$ cat src/rtl/control_unit.sv
`default_nettype none
// =============================================================================
// Module   : control_unit
// Brief    : Hardwired Moore control sequencer for the Mini SRC datapath.
//            Fetch T0-T2, opcode-specific execute T3-T7, HALT on halt/Stop.
//            Optional macro MEM_WAIT_EN adds the Mem_ready wait handshake.
// Revision : 1.0  initial release
// =============================================================================
module control_unit #(
    parameter int RESET_PC_HOLD = 1
) (
    input  logic        Clock,
    input  logic        Reset,
`ifdef MEM_WAIT_EN
    input  logic        Mem_ready,
`endif
    input  logic [31:0] IR,
    input  logic        CON,
    input  logic        Stop,
    output logic        HIin,
    output logic        LOin,
    output logic        PCin,
    output logic        MDRin,
    output logic        Zin,
    output logic        Yin,
    output logic        MARin,
    output logic        IRin,
    output logic        CONin,
    output logic        OUTPORTin,
    output logic        HIout,
    output logic        LOout,
    output logic        ZHIout,
    output logic        ZLOout,
    output logic        PCout,
    output logic        MDRout,
    output logic        INPORTout,
    output logic        Cout,
    output logic        Gra,
    output logic        Grb,
    output logic        Grc,
    output logic        Rin,
    output logic        Rout,
    output logic        BAout,
    output logic        R15sel,
    output logic        Read,
    output logic        write,
    output logic        IncPC,
    output logic [4:0]  ALUop,
    output logic        Run
);

    localparam logic [4:0] c_OP_LD   = 5'b00000;
    localparam logic [4:0] c_OP_LDI  = 5'b00001;
    localparam logic [4:0] c_OP_ST   = 5'b00010;
    localparam logic [4:0] c_OP_ADD  = 5'b00011;
    localparam logic [4:0] c_OP_ADDI = 5'b01011;
    localparam logic [4:0] c_OP_ANDI = 5'b01100;
    localparam logic [4:0] c_OP_ORI  = 5'b01101;
    localparam logic [4:0] c_OP_MUL  = 5'b01110;
    localparam logic [4:0] c_OP_DIV  = 5'b01111;
    localparam logic [4:0] c_OP_NEG  = 5'b10000;
    localparam logic [4:0] c_OP_NOT  = 5'b10001;
    localparam logic [4:0] c_OP_BR   = 5'b10010;
    localparam logic [4:0] c_OP_JR   = 5'b10011;
    localparam logic [4:0] c_OP_JAL  = 5'b10100;
    localparam logic [4:0] c_OP_IN   = 5'b10101;
    localparam logic [4:0] c_OP_OUT  = 5'b10110;
    localparam logic [4:0] c_OP_MFHI = 5'b10111;
    localparam logic [4:0] c_OP_MFLO = 5'b11000;
    localparam logic [4:0] c_OP_HALT = 5'b11010;

    localparam logic [1:0] c_HOLD_LAST = 2'(RESET_PC_HOLD - 1);

    typedef enum logic [3:0] {
        S_RST, S_HOLD, S_T0, S_T1, S_T2, S_T3, S_T4, S_T5, S_T6, S_T7, S_HALT
    } state_t;

    typedef struct packed {
        logic HIin, LOin, PCin, MDRin, Zin, Yin, MARin, IRin, CONin, OUTPORTin;
        logic HIout, LOout, ZHIout, ZLOout, PCout, MDRout, INPORTout, Cout;
        logic Gra, Grb, Grc, Rin, Rout, BAout, R15sel;
        logic Read, write, IncPC;
        logic [4:0] ALUop;
        logic Run;
    } ctrl_t;

    state_t     r_state, w_state_n;
    logic [4:0] r_op, w_op_n;
    logic       r_stop_pend, w_stop_n;
    logic [1:0] r_hold_cnt, w_hold_n;
    ctrl_t      r_ctrl, w_ctrl;
    logic [2:0] w_step;
    logic       w_wait;
    logic       w_unused_ir;

    assign w_unused_ir = ^IR[26:0];

    // Index of the final execute step for each opcode (T2 means no execute phase).
    function automatic logic [2:0] f_last_step(input logic [4:0] op);
        case (op) inside
            c_OP_LD, c_OP_ST:                        f_last_step = 3'd7;
            c_OP_LDI, [5'd3:5'd13]:                  f_last_step = 3'd5;
            c_OP_MUL, c_OP_DIV, c_OP_BR:             f_last_step = 3'd6;
            c_OP_NEG, c_OP_NOT, c_OP_JAL:            f_last_step = 3'd4;
            c_OP_JR, c_OP_IN, c_OP_OUT,
            c_OP_MFHI, c_OP_MFLO:                    f_last_step = 3'd3;
            default:                                 f_last_step = 3'd2;
        endcase
    endfunction

    function automatic state_t f_step_state(input logic [2:0] step);
        case (step)
            3'd0:    f_step_state = S_T0;
            3'd1:    f_step_state = S_T1;
            3'd2:    f_step_state = S_T2;
            3'd3:    f_step_state = S_T3;
            3'd4:    f_step_state = S_T4;
            3'd5:    f_step_state = S_T5;
            3'd6:    f_step_state = S_T6;
            default: f_step_state = S_T7;
        endcase
    endfunction

    always_comb begin
        case (r_state)
            S_T1:    w_step = 3'd1;
            S_T2:    w_step = 3'd2;
            S_T3:    w_step = 3'd3;
            S_T4:    w_step = 3'd4;
            S_T5:    w_step = 3'd5;
            S_T6:    w_step = 3'd6;
            S_T7:    w_step = 3'd7;
            default: w_step = 3'd0;
        endcase
    end

`ifdef MEM_WAIT_EN
    assign w_wait = !Mem_ready && ((r_state == S_T1) ||
                                   (r_state == S_T6 && r_op == c_OP_LD) ||
                                   (r_state == S_T7 && r_op == c_OP_ST));
`else
    assign w_wait = 1'b0;
`endif

    // Next-state logic; the opcode is taken straight from IR while leaving T2.
    always_comb begin
        w_op_n    = (r_state == S_T2) ? IR[31:27] : r_op;
        w_state_n = r_state;
        w_stop_n  = r_stop_pend;
        w_hold_n  = r_hold_cnt;
        case (r_state)
            S_RST: begin
                w_state_n = S_HOLD;
                w_hold_n  = 2'd0;
            end
            S_HOLD: begin
                if (r_hold_cnt == c_HOLD_LAST) w_state_n = S_T0;
                else                           w_hold_n  = r_hold_cnt + 2'd1;
            end
            S_HALT: w_state_n = S_HALT;
            default: begin
                w_stop_n = r_stop_pend | Stop;
                if (w_wait) begin
                    w_state_n = r_state;
                end else if (w_step == f_last_step(w_op_n)) begin
                    w_stop_n  = 1'b0;
                    w_state_n = (w_op_n == c_OP_HALT || r_stop_pend || Stop) ? S_HALT : S_T0;
                end else begin
                    w_state_n = f_step_state(w_step + 3'd1);
                end
            end
        endcase
    end

    // Strobe decode for the state being entered, so outputs come straight from flops.
    always_comb begin
        w_ctrl = '0;
        case (w_state_n)
            S_T0: begin w_ctrl.PCout = 1'b1; w_ctrl.MARin = 1'b1; end
            S_T1: begin
                w_ctrl.Read  = 1'b1;
                w_ctrl.MDRin = 1'b1;
`ifndef MEM_WAIT_EN
                w_ctrl.PCin  = 1'b1;
                w_ctrl.IncPC = 1'b1;
`endif
            end
            S_T2: begin w_ctrl.MDRout = 1'b1; w_ctrl.IRin = 1'b1; end
            S_T3, S_T4, S_T5, S_T6, S_T7: begin
                case (w_op_n) inside
                    c_OP_LD, c_OP_LDI, c_OP_ST: begin
                        case (w_state_n)
                            S_T3: begin w_ctrl.Grb = 1'b1; w_ctrl.BAout = 1'b1; w_ctrl.Yin = 1'b1; end
                            S_T4: begin w_ctrl.Cout = 1'b1; w_ctrl.Zin = 1'b1; w_ctrl.ALUop = c_OP_ADD; end
                            S_T5: begin
                                w_ctrl.ZLOout = 1'b1;
                                if (w_op_n == c_OP_LDI) begin w_ctrl.Gra = 1'b1; w_ctrl.Rin = 1'b1; end
                                else                          w_ctrl.MARin = 1'b1;
                            end
                            S_T6: begin
                                w_ctrl.MDRin = 1'b1;
                                if (w_op_n == c_OP_LD) w_ctrl.Read = 1'b1;
                                else begin w_ctrl.Gra = 1'b1; w_ctrl.Rout = 1'b1; end
                            end
                            S_T7: begin
                                if (w_op_n == c_OP_LD) begin
                                    w_ctrl.MDRout = 1'b1; w_ctrl.Gra = 1'b1; w_ctrl.Rin = 1'b1;
                                end else begin
                                    w_ctrl.write = 1'b1;
                                end
                            end
                            default: ;
                        endcase
                    end
                    [5'd3:5'd10], c_OP_ADDI, c_OP_ANDI, c_OP_ORI: begin
                        case (w_state_n)
                            S_T3: begin w_ctrl.Grb = 1'b1; w_ctrl.Rout = 1'b1; w_ctrl.Yin = 1'b1; end
                            S_T4: begin
                                w_ctrl.Zin   = 1'b1;
                                w_ctrl.ALUop = w_op_n;
                                if (w_op_n inside {c_OP_ADDI, c_OP_ANDI, c_OP_ORI}) w_ctrl.Cout = 1'b1;
                                else begin w_ctrl.Grc = 1'b1; w_ctrl.Rout = 1'b1; end
                            end
                            S_T5: begin w_ctrl.ZLOout = 1'b1; w_ctrl.Gra = 1'b1; w_ctrl.Rin = 1'b1; end
                            default: ;
                        endcase
                    end
                    c_OP_MUL, c_OP_DIV: begin
                        case (w_state_n)
                            S_T3: begin w_ctrl.Gra = 1'b1; w_ctrl.Rout = 1'b1; w_ctrl.Yin = 1'b1; end
                            S_T4: begin
                                w_ctrl.Grb = 1'b1; w_ctrl.Rout = 1'b1; w_ctrl.Zin = 1'b1;
                                w_ctrl.ALUop = w_op_n;
                            end
                            S_T5: begin w_ctrl.ZLOout = 1'b1; w_ctrl.LOin = 1'b1; end
                            S_T6: begin w_ctrl.ZHIout = 1'b1; w_ctrl.HIin = 1'b1; end
                            default: ;
                        endcase
                    end
                    c_OP_NEG, c_OP_NOT: begin
                        case (w_state_n)
                            S_T3: begin
                                w_ctrl.Grb = 1'b1; w_ctrl.Rout = 1'b1; w_ctrl.Zin = 1'b1;
                                w_ctrl.ALUop = w_op_n;
                            end
                            S_T4: begin w_ctrl.ZLOout = 1'b1; w_ctrl.Gra = 1'b1; w_ctrl.Rin = 1'b1; end
                            default: ;
                        endcase
                    end
                    c_OP_BR: begin
                        case (w_state_n)
                            S_T3: begin w_ctrl.Gra = 1'b1; w_ctrl.Rout = 1'b1; w_ctrl.CONin = 1'b1; end
                            S_T4: begin w_ctrl.PCout = 1'b1; w_ctrl.Yin = 1'b1; end
                            S_T5: begin w_ctrl.Cout = 1'b1; w_ctrl.Zin = 1'b1; w_ctrl.ALUop = c_OP_ADD; end
                            S_T6: begin w_ctrl.ZLOout = 1'b1; w_ctrl.PCin = CON; end
                            default: ;
                        endcase
                    end
                    c_OP_JR: begin w_ctrl.Gra = 1'b1; w_ctrl.Rout = 1'b1; w_ctrl.PCin = 1'b1; end
                    c_OP_JAL: begin
                        if (w_state_n == S_T3) begin
                            w_ctrl.PCout = 1'b1; w_ctrl.R15sel = 1'b1; w_ctrl.Rin = 1'b1;
                        end else begin
                            w_ctrl.Gra = 1'b1; w_ctrl.Rout = 1'b1; w_ctrl.PCin = 1'b1;
                        end
                    end
                    c_OP_IN:   begin w_ctrl.INPORTout = 1'b1; w_ctrl.Gra = 1'b1; w_ctrl.Rin = 1'b1; end
                    c_OP_OUT:  begin w_ctrl.Gra = 1'b1; w_ctrl.Rout = 1'b1; w_ctrl.OUTPORTin = 1'b1; end
                    c_OP_MFHI: begin w_ctrl.HIout = 1'b1; w_ctrl.Gra = 1'b1; w_ctrl.Rin = 1'b1; end
                    c_OP_MFLO: begin w_ctrl.LOout = 1'b1; w_ctrl.Gra = 1'b1; w_ctrl.Rin = 1'b1; end
                    default: ;
                endcase
            end
            default: ;
        endcase
        w_ctrl.Run = (w_state_n inside {S_T0, S_T1, S_T2, S_T3, S_T4, S_T5, S_T6, S_T7});
    end

    always_ff @(posedge Clock) begin
        if (Reset) begin
            r_state     <= S_RST;
            r_op        <= 5'd0;
            r_stop_pend <= 1'b0;
            r_hold_cnt  <= 2'd0;
            r_ctrl      <= '0;
        end else begin
            r_state     <= w_state_n;
            r_op        <= w_op_n;
            r_stop_pend <= w_stop_n;
            r_hold_cnt  <= w_hold_n;
            r_ctrl      <= w_ctrl;
        end
    end

`ifdef MEM_WAIT_EN
    logic w_t1_go;
    // PC update in T1 fires only on the cycle the memory read completes.
    assign w_t1_go = (r_state == S_T1) && Mem_ready;
    assign PCin    = r_ctrl.PCin  | w_t1_go;
    assign IncPC   = r_ctrl.IncPC | w_t1_go;
`else
    assign PCin    = r_ctrl.PCin;
    assign IncPC   = r_ctrl.IncPC;
`endif

    assign HIin      = r_ctrl.HIin;
    assign LOin      = r_ctrl.LOin;
    assign MDRin     = r_ctrl.MDRin;
    assign Zin       = r_ctrl.Zin;
    assign Yin       = r_ctrl.Yin;
    assign MARin     = r_ctrl.MARin;
    assign IRin      = r_ctrl.IRin;
    assign CONin     = r_ctrl.CONin;
    assign OUTPORTin = r_ctrl.OUTPORTin;
    assign HIout     = r_ctrl.HIout;
    assign LOout     = r_ctrl.LOout;
    assign ZHIout    = r_ctrl.ZHIout;
    assign ZLOout    = r_ctrl.ZLOout;
    assign PCout     = r_ctrl.PCout;
    assign MDRout    = r_ctrl.MDRout;
    assign INPORTout = r_ctrl.INPORTout;
    assign Cout      = r_ctrl.Cout;
    assign Gra       = r_ctrl.Gra;
    assign Grb       = r_ctrl.Grb;
    assign Grc       = r_ctrl.Grc;
    assign Rin       = r_ctrl.Rin;
    assign Rout      = r_ctrl.Rout;
    assign BAout     = r_ctrl.BAout;
    assign R15sel    = r_ctrl.R15sel;
    assign Read      = r_ctrl.Read;
    assign write     = r_ctrl.write;
    assign ALUop     = r_ctrl.ALUop;
    assign Run       = r_ctrl.Run;

endmodule
`default_nettype wire

$ cat config.mk
export PLATFORM = sky130hd
export DESIGN_NAME = control_unit
export DESIGN_NICKNAME = d
export VERILOG_FILES = /design/src/rtl/control_unit.sv
export SDC_FILE = /design/constraint.sdc
export NUM_CORES = 1
export LEC_CHECK = 0
export CAP_MARGIN = 20
export CORE_ASPECT_RATIO = 0.7
export CORE_MARGIN = 4
export CORE_UTILIZATION = 53
export DETAILED_ROUTE_END_ITERATION = 10
export MAX_ROUTING_LAYER = met4
export PLACE_DENSITY_LB_ADDON = 0.1
export SLEW_MARGIN = 15
export SYNTH_ARGS = -nofsm -noshare
export SYNTH_HDL_FRONTEND = slang
export SYNTH_SLANG_ARGS = --single-unit
$ cat constraint.sdc
create_clock -name Clock -period 5.2 [get_ports Clock]
set_input_delay 1.04 -clock Clock [delete_from_list [all_inputs] [get_ports Clock]]
set_output_delay 1.04 -clock Clock [all_outputs]
set_load 0.05 [all_outputs]
==> results_dict.tcl, run 1 <==
set metrics [dict create \
    die_height_um 67.1 \
    synthesis.yosys.warnings 0 \
    final_design_area_no_fill_um2 3220 \
    floorplan.die.width_um 92.5 \
    cts.sinks 45 \
    via_count 2679 \
    fmaxAchievable_mhz 240 \
    cp-start-kind "input pin" \
    area_used_by_multi_input_combinational_logic_um2 1610 \
    synth_seq_area_share_pct 34.0 \
    antenna_found_initial 0 \
    first_pass_grt_wire_length_mm 12.3 \
    max_slew.worst_pin.slew_ps 890 \
    cp.required_ps 5410 \
    synthArstFlopShare_pct 0 \
    reg_clk_slew_reported_paths_ps 80 \
    ctsLongestPathBuffers 2 \
    antennaDiodeCount 0 \
    syn_avg_cell_area_um2 7.95 \
    worst_max_slew_margin_expressed_relative_to_the_limit_pct 39.2 \
    report.final.slew_viol_count 0 \
    die_area_um2 6210 \
    final_critical_path_setup_slack_ps 1030 \
    synth_enable_flop_cells 0 \
    port-buffer-count 42 \
    final_number_of_setup_violating_endpoints 0 \
    initial_core_util_pct 55.1 \
    vdd_drop_max_v 0.000334 \
    netSwitchingFraction_pct 41.1 \
    critical-path-max-stage-delay_ps 710 \
    detail_route.first_pass.iterations 5 \
    endpoint_kind "register" \
    cts_buffers 5 \
    post_cts.resized_instances 0 \
    yosysMostFrequentCell "sky130_fd_sc_hd__dfxtp_1" \
    status "finished, final reports clean" \
    drc 0 \
    power_report.internal_total_uw 719 \
    pd_cells_nw_per_um2 379 \
    drt-vias-per-instance 6.13 \
    crit_type "input pin to register" \
    route.antenna.remaining_nets 0 \
    wire_per_inst_um 16.6 \
    r2r-start "r_state[2]" \
    timing_hold_violations_final 0 \
    period_needed_ps 4170 \
    yosys_register_bits 45 \
    netlist_area_um2 2650 \
    ratio_of_cells_with_drive_above_1_in_the_final_layout_pct 6.52 \
    total_congestion_overflow_after_global_routing 0 \
    setup-tns-final_ps 0 \
    io_pins 70 \
    critPathSlowestCell "sky130_fd_sc_hd__mux2i_1" \
    synth_cell_type_count 58 \
    synth.top_cells.by_count "sky130_fd_sc_hd__dfxtp_1, sky130_fd_sc_hd__nand2_1, sky130_fd_sc_hd__nor2_1" \
    yosysTopAreaCellShare_pct 34.0 \
    post_synth_main_area_contributors "sky130_fd_sc_hd__dfxtp_1, sky130_fd_sc_hd__mux2i_1, sky130_fd_sc_hd__nand2_1" \
    drt_iter0_markers 205 \
    place_hpwl_mm 5.39 \
    path_max_fanout 13 \
    timing.hold.worst_endpoint "r_hold_cnt[1]" \
    clock_latency_ps 290 \
    worst_path_most_repeated_cell "sky130_fd_sc_hd__buf_4" \
    fin_worst_skew_ps 3.80 \
    net-switching-power_uw 502 \
    worstPathBufferInverterCount 3 \
    hold_path_origin "r_hold_cnt[1]" \
    cp.arrival_ps 4390 \
    crit_chain "clkdlybuf4s50_1, mux2i_1, nor3_1, o21a_1, o211ai_1, buf_4, nand3b_1, buf_4, or2_2, o22ai_1" \
    fillerInstances 400 \
    global_route.usage.total_pct 25.6 \
    utilization_pct 67.0 \
    hold_path_class "register to register" \
    post_cts.repair.setup_buffers 0 \
    power.share.combinational_pct 43.9 \
    cpLargestDelayFamily "compound AO/OA/AOI/OAI gates" \
    power.share.sequential_pct 35.7 \
    place_ws_ps 826 \
    level_count_of_the_clock_h_tree 2 \
    post_dp_cell_area_um2 3120 \
    floorplan.rows 21 \
    rsz0062_at_grt "false" \
    grt_pass1_vias 2432 \
    crit_path_cell_count 10 \
    power.clock.fraction_pct 20.4 \
    post-synth-top-area-cell "sky130_fd_sc_hd__dfxtp_1" \
    postSynthCellCount 333 \
    hold_path_depth 2 \
    register_area_um2 901 \
    flow.area_growth_from_synthesis_pct 21.7 \
    ff2ff_setup_slack_ps 1140 \
    final_min_period_over_clock_period_pct 80.3 \
    r2r.worst_path.cells 11 \
    grt_start_max_net_pins 26 \
    place_congestion 0.948 \
    ctsHoldBuffers 0 \
    final_net_count 410 \
    top_ff_cell_synth "sky130_fd_sc_hd__dfxtp_1" \
    floorplan.core_area_um2 4810 \
    rr_endpoint "Gra" \
    synth_nets 375 \
    cts_tree "yes" \
    clockRootBuffer "sky130_fd_sc_hd__clkbuf_8" \
    leakage_nw 1.20 \
    max_cap_viol_count 0 \
    wirelength_mm 7.27 \
]
-- worst max-delay path by stage --
stage / from / end / slack [ps]
4_1_cts: IR[31] / Gra / 1120
2_1_floorplan: r_state[3] / Gra / 1710
6_report: IR[31] / Gra / 1030
5_1_grt: r_state[1] / Cout / 760
3_3_place_gp: IR[31] / Read / 860
3_5_place_dp: IR[31] / Gra / 830
-- registers in the layout, indices dropped and copies added, names as in the netlist, 2 cells and up --
register    count
r_state         4
ALUop           5
r_hold_cnt      2
r_op            5
-- metrics by stage --
stage                     hold WS [ps]  instances  power (mW)
after global placement             441        430       0.960
after global routing               485        437        1.30
after floorplan                    432        333       0.826
after CTS                          459        437        1.22
after detailed placement           448        430       0.965
final                              454        437        1.22
-- metal layers --
| metal | track usage (%) | part of all wire (%) |
|---|---|---|
| met1 | 37.0 | 49 |
| met2 | 36.9 | 42 |
| met3 | 6.12 | 8.4 |
| met4 | 3.89 | 0.41 |
| met5 | - | 0 |
-- worst reg2reg max path, stage by stage (launching register included) --
cell and delay, ps:
sky130_fd_sc_hd__dfxtp_1 570, sky130_fd_sc_hd__nor4b_4 260, sky130_fd_sc_hd__buf_4 300, sky130_fd_sc_hd__mux2i_1 740
sky130_fd_sc_hd__nor3_1 190, sky130_fd_sc_hd__o21a_1 240, sky130_fd_sc_hd__o211ai_1 610, sky130_fd_sc_hd__buf_4 270
sky130_fd_sc_hd__nand3b_1 80, sky130_fd_sc_hd__buf_4 200, sky130_fd_sc_hd__or2_2 320, sky130_fd_sc_hd__o22ai_1 200
-- power groups by stage --
stage               registers, mW  clock network, mW  logic, mW
global route                0.444              0.274      0.581
finish                      0.436              0.250      0.536
detailed placement          0.443                  0      0.522
floorplan                   0.506                  0      0.320
global placement            0.439                  0      0.520
CTS                         0.434              0.256      0.526
-- layout make-up --
type | count | share of cell area (%)
clock buffers | 5 | 2.14
clock inverters | 2 | 1.09
inverters | 11 | 1.28
multi-input cells | 255 | 50.0
flip-flops and latches | 45 | 28.0
well taps | 69 | 2.68
repair buffers | 50 | 14.9
-- logic make-up after synthesis --
| logic type | Yosys count | synth area share (%) |
|---|---|---|
| buffers and inverters | 33 | 5.15 |
| adder cells (fa/ha/maj) | 8 | 3.59 |
| multiplexers | 15 | 5.77 |
| AO/OA/AOI/OAI | 88 | 22.8 |
| XOR/XNOR | 2 | 0.662 |
| AND/OR/NAND/NOR | 142 | 28.0 |
| flip-flops | 45 | 34.0 |
-- placed cells by master, fill, tap and decap left out, types with 3 or more instances in the layout --
master	Yosys	routed
sky130_fd_sc_hd__mux2i_1	13	13
sky130_fd_sc_hd__and2_1	4	4
sky130_fd_sc_hd__clkdlybuf4s50_1	0	42
sky130_fd_sc_hd__nor3b_1	5	5
sky130_fd_sc_hd__a2111oi_0	3	3
sky130_fd_sc_hd__ha_1	6	6
sky130_fd_sc_hd__nand2_1	33	33
sky130_fd_sc_hd__or3_1	5	5
sky130_fd_sc_hd__a211oi_1	7	7
sky130_fd_sc_hd__a21o_1	6	6
sky130_fd_sc_hd__dfxtp_1	45	45
sky130_fd_sc_hd__o21ai_0	9	9
sky130_fd_sc_hd__buf_4	1	8
sky130_fd_sc_hd__o21bai_1	3	3
sky130_fd_sc_hd__nor4_1	13	13
sky130_fd_sc_hd__a31oi_1	9	9
sky130_fd_sc_hd__o21a_1	3	3
sky130_fd_sc_hd__nor4b_1	3	3
sky130_fd_sc_hd__o22ai_1	3	3
sky130_fd_sc_hd__and3_1	3	3
sky130_fd_sc_hd__o31ai_1	3	3
sky130_fd_sc_hd__nand3_1	11	11
sky130_fd_sc_hd__a21oi_1	21	21
sky130_fd_sc_hd__nand4_1	4	4
sky130_fd_sc_hd__nor2_1	31	31
sky130_fd_sc_hd__inv_1	11	11
sky130_fd_sc_hd__clkbuf_8	0	5
sky130_fd_sc_hd__nor3_1	15	15
sky130_fd_sc_hd__or2_2	3	3
sky130_fd_sc_hd__a211o_1	3	3
(Power assumes the default switching activity.)
==> inputs of run 2 (changes only) <==
Settings changed: CORE_UTILIZATION 53 to 44.
Clock period 5.2 ns to 3.43 ns, I/O delays scaled along.
==> run 2 against run 1 <==
First-iteration DRC count is 5.4% higher. Highest routed layer unchanged. Critical path depth is 3 higher. Count of clock-buffer cells in the layout is 1 higher. Combinational power is 88% higher. Critical path type is now register to register. Core utilization is 4.1 points lower.
==> results_dict.tcl, run 2 (synthesis gave the netlist of run 1 again) <==
set metrics [dict create \
    status "finished, final reports clean" \
    via_count 2889 \
    post_dp_cell_area_um2 3460 \
    cp.required_ps 3670 \
    fillerInstances 555 \
    final_design_area_no_fill_um2 3640 \
    finalHoldWorstSlack_ps 459 \
    clock_latency_ps 310 \
    endpoint_kind "register" \
    timing_hold_violations_final 0 \
    reg_clk_slew_reported_paths_ps 80 \
    detail_route.first_pass.iterations 6 \
    ctsLongestPathBuffers 2 \
    route.antenna.remaining_nets 0 \
    worst_path_most_repeated_cell "sky130_fd_sc_hd__nor3_1" \
    crit_chain "or3_1, and3_1, buf_4, inv_1, ha_1, nor3_1, o21ai_2, a31oi_4, nor3_1, nand2_1, or4_1, a21o_1, a21oi_1" \
    clockRootBuffer "sky130_fd_sc_hd__clkbuf_8" \
    layout.cells.most_common_list "sky130_fd_sc_hd__buf_4, sky130_fd_sc_hd__dfxtp_1, sky130_fd_sc_hd__clkdlybuf4s50_1, sky130_fd_sc_hd__nand2_1, sky130_fd_sc_hd__nor2_1" \
    final_number_of_setup_violating_endpoints 0 \
    die_area_um2 7340 \
    ctsHoldBuffers 0 \
    total_congestion_overflow_after_global_routing 0 \
    place_hpwl_mm 6.35 \
    crit_type "register to register" \
    fin_worst_skew_ps 9.23 \
    leakage_nw 1.42 \
    first_pass_grt_wire_length_mm 13.4 \
    fmaxAchievable_mhz 308 \
    cp-start-kind "register" \
    power.clock.fraction_pct 20.6 \
    initial_core_util_pct 45.8 \
    layout_commonest_cell "sky130_fd_sc_hd__buf_4" \
    ratio_of_cells_with_drive_above_1_in_the_final_layout_pct 18.6 \
    cpLargestDelayFamily "simple AND/OR/NAND/NOR gates" \
    period_needed_ps 3250 \
    drt_iter0_markers 216 \
    max_slew.worst_pin.slew_ps 679 \
    antenna_found_initial 0 \
    report.final.slew_viol_count 0 \
    grt_start_max_net_pins 16 \
    pd_cells_nw_per_um2 567 \
    floorplan.rows 23 \
    final_min_period_over_clock_period_pct 94.7 \
    cp.arrival_ps 3490 \
    drc 0 \
    critPathSlowestCell "sky130_fd_sc_hd__or4_1" \
    flow.area_growth_from_synthesis_pct 37.5 \
    floorplan.core_area_um2 5780 \
    port-buffer-count 42 \
    cts.sinks 45 \
    cts_buffers 5 \
    path_max_fanout 8 \
    hold_path_class "register to register" \
    wirelength_mm 8.29 \
    netSwitchingFraction_pct 40.4 \
    place_congestion 0.988 \
    cts_tree "yes" \
    power_mw 2.06 \
    power.share.sequential_pct 30.3 \
    antennaDiodeCount 0 \
    power.share.combinational_pct 49.1 \
    die_height_um 72.9 \
    net-switching-power_uw 835 \
    vdd_drop_max_v 0.000407 \
    global_route.usage.total_pct 24.0 \
    worst_max_slew_margin_expressed_relative_to_the_limit_pct 54.6 \
    drt-vias-per-instance 5.92 \
    max_cap_viol_count 0 \
    grt_pass1_vias 2611 \
    power_report.internal_total_mw 1.23 \
    floorplan.die.width_um 101 \
    critical-path-max-stage-delay_ps 630 \
    final_net_count 454 \
    io_pins 70 \
    worstPathBufferInverterCount 2 \
    wire_per_inst_um 17.0 \
    level_count_of_the_clock_h_tree 2 \
]
==> run 2: cell count changes in the layout (fill, tap and decap cells not counted), moves of 2 or more <==
cell / before / now
sky130_fd_sc_hd__buf_4: 8 / 52
sky130_fd_sc_hd__o21ai_0: 9 / 7
sky130_fd_sc_hd__a21oi_1: 21 / 19
sky130_fd_sc_hd__a21oi_2: 0 / 2
==> run 2: worst paths after layout <==
check / from / endpoint / slack (ps) / cells after the start
setup / recovery: r_state[3] / ALUop[1] / 180 / 13
hold / removal: r_hold_cnt[1] / r_hold_cnt[1] / 460 / 2
setup reg to reg: r_state[3] / ALUop[1] / 180 / 13
hold reg to reg: r_hold_cnt[1] / r_hold_cnt[1] / 460 / 2
==> run 2: worst register-to-register path, stage by stage (launching register included) <==
cell and delay (ps):
sky130_fd_sc_hd__dfxtp_2 360, sky130_fd_sc_hd__or3_1 370, sky130_fd_sc_hd__and3_1 190, sky130_fd_sc_hd__buf_4 140, sky130_fd_sc_hd__inv_1 70, sky130_fd_sc_hd__ha_1 200, sky130_fd_sc_hd__nor3_1 90, sky130_fd_sc_hd__o21ai_2 240
sky130_fd_sc_hd__a31oi_4 130, sky130_fd_sc_hd__nor3_1 260, sky130_fd_sc_hd__nand2_1 120, sky130_fd_sc_hd__or4_1 630, sky130_fd_sc_hd__a21o_1 220, sky130_fd_sc_hd__a21oi_1 140
==> run 2: per-layer routing <==
layer  vias up  global-route usage [%]  wire, µm
li1       1395                       -         -
met1      1373                    35.3      4050
met2       111                    34.4      3540
met3        10                    4.97       637
met4         0                    4.04        69
met5         -                       -         0
==> run 2: cell type report <==
cell class	instances	area (µm²)	share of cell area, %
Sequential cell	45	902	24.8
Inverter	11	41.3	1.13
Clock inverter	2	37.5	1.03
Clock buffer	6	82.6	2.27
Multi-Input combinational cell	255	1670	45.9
Tap cell	75	93.8	2.58
Timing Repair Buffer	94	811	22.3
==> run 2: power by group through the flow <==
| stage | registers (mW) | logic (mW) | clock network (mW) |
|---|---|---|---|
| finish | 0.625 | 1.01 | 0.425 |
| global placement | 0.632 | 0.970 | 0 |
| global route | 0.631 | 1.10 | 0.458 |
| detailed placement | 0.636 | 0.974 | 0 |
| floorplan | 0.766 | 0.489 | 0 |
| CTS | 0.623 | 0.980 | 0.435 |
==> run 2: metrics by stage <==
step,TNS (ps),instances,util [%],setup slack [ps]
floorplan,0,333,-,45.1
global placement,0,479,59.8,74.4
detailed placement,-4.82,479,59.8,-4.82
CTS,0,487,61.8,4.02
global route,-2.62,488,62.9,-2.62
finish,0,488,62.9,182
==> run 2: timing repair <==
| action | 4_1_cts | 5_1_grt |
|---|---|---|
| endpoints found under the setup margin | 0 | 19 |
| endpoints found under the hold margin | 0 | 0 |
| setup buffers | 0 | 1 |
| resized for setup | 0 | 11 |
